[src/rtl/msg_pack_register.sv]
// msg_pack_register: packs variable-length channel messages into fixed frames of control-tagged blocks
module msg_pack_register #(
  parameter int NumChannels  = 2,
  parameter int BlockSize    = 8,
  parameter int NumBlocks    = 8,
  parameter int ClkDiv       = 4,
  parameter int FlushTimeout = 16,
  localparam int LW = $clog2(NumBlocks + 1)
) (
  input  logic                                              clk_i,
  input  logic                                              rst_ni,
  input  logic [NumChannels-1:0]                            valid_i,
  output logic [NumChannels-1:0]                            ready_o,
  input  logic [NumChannels-1:0][NumBlocks*BlockSize-1:0]   data_i,
  input  logic [NumChannels-1:0][LW-1:0]                    len_i,
  output logic                                              valid_o,
  input  logic                                              ready_i,
  output logic [NumBlocks*(BlockSize+1)-1:0]                data_o,
  output logic [LW-1:0]                                     num_msgs_o,
  output logic                                              drop_o
);
  localparam int PW = (NumChannels > 1) ? $clog2(NumChannels) : 1;
  localparam int TW = $clog2(FlushTimeout + 1);
  localparam int GW = $clog2(ClkDiv + 1);

  typedef enum logic [1:0] {IDLE, FILL, SEND} state_e;

  state_e state_q, state_d;
  logic [LW-1:0] used_q, used_d, num_msgs_q, num_msgs_d;
  logic [TW-1:0] timer_q, timer_d;
  logic [GW-1:0] gap_q, gap_d;
  logic [PW-1:0] ptr_q, ptr_d;
  logic [NumBlocks-1:0][BlockSize:0] frame_q, frame_d, frame_w;
  logic valid_q;
  logic [NumBlocks*(BlockSize+1)-1:0] data_q;
  logic [LW-1:0] nmsg_out_q;

  logic any, hi_any, open, illegal, fits, accept, drop, no_fit, timeout, go_send, hs;
  logic [PW-1:0] win, hi_win, lo_win;
  logic [LW-1:0] win_len, used_w, nmsg_w;
  logic [LW:0] sum;

  // round-robin pick: lowest valid channel at or above the pointer, else lowest valid overall
  always_comb begin
    hi_any = 1'b0;
    hi_win = '0;
    lo_win = '0;
    for (int c = NumChannels - 1; c >= 0; c--) begin
      if (valid_i[c]) lo_win = PW'(c);
      if (valid_i[c] && PW'(c) >= ptr_q) begin
        hi_any = 1'b1;
        hi_win = PW'(c);
      end
    end
  end

  assign any = |valid_i;
  assign win = hi_any ? hi_win : lo_win;
  assign win_len = len_i[win];

  // classify the winner; the sum is one bit wider so used+len cannot wrap
  always_comb begin
    open    = rst_ni && state_q != SEND;
    sum     = {1'b0, used_q} + {1'b0, win_len};
    illegal = win_len == '0 || win_len > LW'(NumBlocks);
    fits    = sum <= (LW+1)'(NumBlocks);
    accept  = open && any && !illegal && fits;
    drop    = open && any && illegal;
    no_fit  = open && any && !illegal && !fits;
    hs      = state_q == SEND && ready_i;
    used_w  = accept ? sum[LW-1:0] : used_q;
    nmsg_w  = num_msgs_q + LW'(accept);
    timeout = state_q == FILL && timer_q == TW'(FlushTimeout - 1);
    go_send = open && gap_q == '0 && used_w != '0 &&
              (used_w == LW'(NumBlocks) || no_fit || timeout);
  end

  // frame with the accepted message written at blocks used..used+len-1
  always_comb begin
    int off;
    off = 0;
    frame_w = frame_q;
    for (int b = 0; b < NumBlocks; b++) begin
      off = b - int'(used_q);
      if (accept && off >= 0 && off < int'(win_len))
        frame_w[b] = {BlockSize'(data_i[win] >> (off * BlockSize)), off == 0};
    end
  end

  // next values for the frame bookkeeping, timer, gap counter and arbiter pointer
  always_comb begin
    frame_d    = hs ? '0 : frame_w;
    used_d     = hs ? '0 : used_w;
    num_msgs_d = hs ? '0 : nmsg_w;
    timer_d    = hs ? '0 :
                 ((state_q == FILL || accept) && timer_q != TW'(FlushTimeout - 1)) ? timer_q + 1'b1 : timer_q;
    gap_d      = hs ? GW'(ClkDiv - 1) : gap_q != '0 ? gap_q - 1'b1 : gap_q;
    ptr_d      = !(accept || drop) ? ptr_q : win == PW'(NumChannels - 1) ? '0 : win + 1'b1;
  end

  // next-state decode
  always_comb begin
    state_d = hs ? IDLE : go_send ? SEND : accept ? FILL : state_q;
  end

  // per-channel accept and drop pulse
  always_comb begin
    ready_o = '0;
    for (int c = 0; c < NumChannels; c++) ready_o[c] = (accept || drop) && win == PW'(c);
    drop_o = drop;
  end

  // state register
  always_ff @(posedge clk_i or negedge rst_ni) begin
    if (!rst_ni) state_q <= IDLE;
    else state_q <= state_d;
  end

  // frame accumulation registers
  always_ff @(posedge clk_i or negedge rst_ni) begin
    if (!rst_ni) begin
      frame_q    <= '0;
      used_q     <= '0;
      num_msgs_q <= '0;
      timer_q    <= '0;
      gap_q      <= '0;
      ptr_q      <= '0;
    end else begin
      frame_q    <= frame_d;
      used_q     <= used_d;
      num_msgs_q <= num_msgs_d;
      timer_q    <= timer_d;
      gap_q      <= gap_d;
      ptr_q      <= ptr_d;
    end
  end

  // registered frame output, captured on entry to SEND and held until handshake
  always_ff @(posedge clk_i or negedge rst_ni) begin
    if (!rst_ni) begin
      valid_q    <= 1'b0;
      data_q     <= '0;
      nmsg_out_q <= '0;
    end else begin
      valid_q    <= go_send || (valid_q && !hs);
      data_q     <= go_send ? frame_w : data_q;
      nmsg_out_q <= go_send ? nmsg_w : nmsg_out_q;
    end
  end

  assign valid_o    = valid_q;
  assign data_o     = data_q;
  assign num_msgs_o = nmsg_out_q;
endmodule

[config.mk]
export PLATFORM = sky130hd
export DESIGN_NAME = msg_pack_register
export DESIGN_NICKNAME = d
export VERILOG_FILES = /design/src/rtl/msg_pack_register.sv
export SDC_FILE = /design/constraint.sdc
export NUM_CORES = 1
export LEC_CHECK = 0
export CAP_MARGIN = 20
export CORE_MARGIN = 3
export CORE_UTILIZATION = 33
export DETAILED_ROUTE_END_ITERATION = 7
export GPL_ROUTABILITY_DRIVEN = 0
export SYNTH_ARGS = -nofsm -noshare
export SYNTH_HDL_FRONTEND = slang
export SYNTH_SLANG_ARGS = --single-unit
export TNS_END_PERCENT = 100
[constraint.sdc]
create_clock -name clk_i -period 11.9 [get_ports clk_i]
set_input_delay 2.38 -clock clk_i [delete_from_list [all_inputs] [get_ports clk_i]]
set_output_delay 2.38 -clock clk_i [all_outputs]
set_load 0.05 [all_outputs]
==> insert_results.sql <==
INSERT INTO impl_metrics (metric_group, metric, value, unit) VALUES
('critical_path', 'reg2reg_setup_slack', '6150', 'ps'),
('power', 'cell_internal_pwr', '2.076', 'mW'),
('sta', 'finalCriticalPeriod', '9362', 'ps'),
('critical_path', 'rr_startpoint', 'ptr_q', ''),
('grt', 'grt_usage', '0.1973', ''),
('finish', 'antenna_diode_count', '0', ''),
('clock_network', 'clock_latency', '440', 'ps'),
('finish', 'layout_common_cells', '219 x sky130_fd_sc_hd__clkdlybuf4s50_1, 178 x sky130_fd_sc_hd__nor2_1, 167 x sky130_fd_sc_hd__dfrtp_1', ''),
('sta', 'rsz0062_at_grt', 'false', ''),
('power', 'power_density', '293.0', 'nW/µm²'),
('sta', 'worst_slew_margin_rel', '0.3163', ''),
('power', 'p_leak', '5.840', 'nW'),
('clock_network', 'clockRootBuffer', 'sky130_fd_sc_hd__clkbuf_16', ''),
('critical_path', 'critPathMaxFanout', '29', ''),
('logic_synthesis', 'yosys_register_bits', '168', ''),
('floorplan', 'ioPinCount', '221', ''),
('routing', 'postRouteWirelength', '34.22', 'mm'),
('logic_synthesis', 'sequential_to_total_area_share_from_yosys_stat', '0.4008', ''),
('grt', 'globalRouteOverflowTotal', '0', ''),
('logic_synthesis', 'synth_async_sr_flop_share', '1.000', ''),
('finish', 'seqCellArea', '4205', 'µm²'),
('sta', 'fmaxAchievable', '106.8', 'MHz'),
('power', 'ir_worst_vdd', '138.2', 'µV'),
('clock_network', 'post_cts_resized', '0', ''),
('clock_network', 'cts-root-to-sink-buffers', '2', ''),
('run', 'cap_viol_max_count', '0', ''),
('critical_path', 'crit_start', 'valid_i[0]', ''),
('sta', 'setup_violations', '0', ''),
('floorplan', 'placement_rows', '64', ''),
('critical_path', 'critPathCaptureType', 'primary output', ''),
('hold_path', 'min_from', 'timer_q[3]', ''),
('routing', 'dr.pass1.iters', '5', ''),
('logic_synthesis', 'synthCells', '955', ''),
('logic_synthesis', 'top_reg_cell_synth', 'sky130_fd_sc_hd__dfrtp_1', ''),
('place', 'hpwl', '25.97', 'mm'),
('grt', 'antenna_found_initial', '2', ''),
('logic_synthesis', 'synth.avg_cell_area', '10.98', 'µm²'),
('finish', 'area.growth.synth_to_final', '30.18', '%'),
('finish', 'multiInputGateArea', '5937', 'µm²'),
('outcome', 'outcome', 'completed', ''),
('routing', 'dr_total_vias', '8647', ''),
('routing', 'detail_route.drc_violations', '0', ''),
('floorplan', 'coreArea', '30990', 'µm²'),
('power', 'switching_portion_of_total_power', '0.4812', ''),
('clock_network', 'cts.reportedPaths.clkPinSlew', '70', 'ps'),
('clock_network', 'htreeDepth', '4', ''),
('critical_path', 'cp_top_family', 'simple AND/OR/NAND/NOR gates', ''),
('floorplan', 'die_w', '184.3', 'µm'),
('sta', 'drv_slew', '0', ''),
('power', 'power.net_switching', '1.925', 'mW'),
('power', 'power_share_of_the_clock_group', '0.138', ''),
('clock_network', 'post_cts_buffers', '0', ''),
('floorplan', 'start_util', '0.3385', ''),
('power', 'sequential_share_of_power', '0.230', ''),
('sta', 'skew', '13.95', 'ps'),
('critical_path', 'timing.setup.critical_path_class', 'in2out', ''),
('grt', 'grt_max_degree', '88', ''),
('finish', 'drive_gt1_frac', '0.1371', ''),
('logic_synthesis', 'yosys.cell_types.count', '53', ''),
('critical_path', 'cpMaxStageDelayCell', 'sky130_fd_sc_hd__clkdlybuf4s50_1', ''),
('routing', 'post_route_antenna_net_violation_count', '0', ''),
('critical_path', 'worst-path-buf-inv', '2', ''),
('routing', 'drt-initial-drc-count', '776', ''),
('routing', 'wire_per_inst', '21.99', 'µm'),
('routing', 'routed_via_density', '5.557', ''),
('power', 'p_comb_frac', '0.633', ''),
('sta', 'finalHoldViolations', '0', ''),
('logic_synthesis', 'synthesis.yosys.warnings', '0', ''),
('sta', 'timing.final.crit_share', '0.7867', ''),
('clock_network', 'cts_hold_repair.buffers', '0', ''),
('finish', 'layout.filler_cells', '2883', '');
## registers in the layout, summed over array words and instances, names as in the netlist
| register | flops |
|---|---|
| data_o | 72 |
| frame_q | 72 |
| gap_q | 3 |
| num_msgs_o | 4 |
| num_msgs_q | 4 |
| ptr_q | 1 |
| state_q | 2 |
| timer_q | 5 |
| used_q | 4 |
| valid_o | 1 |
## cell families (layout without fill, tap and decap cells)
kind of cell | count (synthesis) | after routing | share of synthesized area
fa+ha+maj | 44 | 44 | 0.05320
buf+inv | 90 | 295 | 0.03531
compound gates | 222 | 222 | 0.1360
flops | 168 | 168 | 0.4008
xor+xnor | 14 | 14 | 0.01169
simple gates | 267 | 267 | 0.1072
mux | 150 | 150 | 0.2558
## final timing paths
check                                end  depth (start not counted)
max                           ready_o[1]                         13
min                           timer_q[3]                          1
max reg2reg                num_msgs_o[1]                         13
min reg2reg                   timer_q[3]                          1
max in group asynchronous    frame_q[43]                          2
min in group asynchronous  num_msgs_o[1]                          1
## cells in the mapped netlist (3+ instances only)
master	instances	area share
sky130_fd_sc_hd__a211o_1	5	0.0042
sky130_fd_sc_hd__a211oi_1	4	0.0029
sky130_fd_sc_hd__a21o_1	6	0.0043
sky130_fd_sc_hd__a21oi_1	109	0.052
sky130_fd_sc_hd__a22oi_1	76	0.054
sky130_fd_sc_hd__and2_1	5	0.0030
sky130_fd_sc_hd__buf_1	4	0.0014
sky130_fd_sc_hd__buf_2	23	0.011
sky130_fd_sc_hd__clkbuf_1	35	0.013
sky130_fd_sc_hd__dfrtp_1	168	0.40
sky130_fd_sc_hd__ha_1	43	0.051
sky130_fd_sc_hd__inv_1	21	0.0075
sky130_fd_sc_hd__inv_2	5	0.0018
sky130_fd_sc_hd__mux2_2	3	0.0032
sky130_fd_sc_hd__mux2i_1	51	0.049
sky130_fd_sc_hd__mux4_2	94	0.20
sky130_fd_sc_hd__nand2_1	33	0.012
sky130_fd_sc_hd__nand2b_1	5	0.0030
sky130_fd_sc_hd__nand3_1	6	0.0029
sky130_fd_sc_hd__nand4_1	6	0.0036
sky130_fd_sc_hd__nor2_1	179	0.064
sky130_fd_sc_hd__nor2b_1	5	0.0030
sky130_fd_sc_hd__nor3_1	16	0.0076
sky130_fd_sc_hd__nor4_1	3	0.0018
sky130_fd_sc_hd__o21ai_0	4	0.0019
sky130_fd_sc_hd__xnor2_1	11	0.0092
sky130_fd_sc_hd__xor2_1	3	0.0025
## layer usage
| metal | vias up | global-route usage | wire length, µm | part of all wire |
|---|---|---|---|---|
| li1 | 3948 | - | - | - |
| met3 | 28 | 0.05230 | 2749 | 0.080 |
| met5 | - | 0 | 34 | 0.00099 |
| met2 | 322 | 0.3229 | 16660 | 0.49 |
| met1 | 4345 | 0.2660 | 14350 | 0.42 |
| met4 | 4 | 0.04143 | 424 | 0.012 |
## power groups by stage
stage / combinational [mW] / sequential, mW / clock, mW
3_3_place_gp: 2.46 / 0.928 / 0
4_1_cts: 2.49 / 0.923 / 0.558
5_1_grt: 2.70 / 0.948 / 0.585
2_1_floorplan: 1.27 / 1.34 / 0
6_report: 2.53 / 0.919 / 0.550
3_5_place_dp: 2.47 / 0.933 / 0
## area by class of cell
cell class	instances	share of cell area
multi-input combinational	697	0.4348
sequential	168	0.3080
timing repair buffer	236	0.1716
tap	396	0.03628
clock buffer	20	0.03344
clock inverter	12	0.008521
inverter	27	0.007422
## metrics by stage
| stage | setup WS (ps) | total power [mW] | cell area, µm² | util | instances |
|---|---|---|---|---|---|
| floorplan | 3696 | 2.612 | 10490 | - | 955 |
| global placement | 2656 | 3.383 | 13030 | 0.4203 | 1519 |
| detailed placement | 2507 | 3.405 | 13030 | 0.4203 | 1519 |
| CTS | 2487 | 3.966 | 13600 | 0.4388 | 1551 |
| global route | 2200 | 4.230 | 13660 | 0.4406 | 1556 |
| finish | 2538 | 4.001 | 13660 | 0.4406 | 1556 |
(Power assumes the default switching activity.)
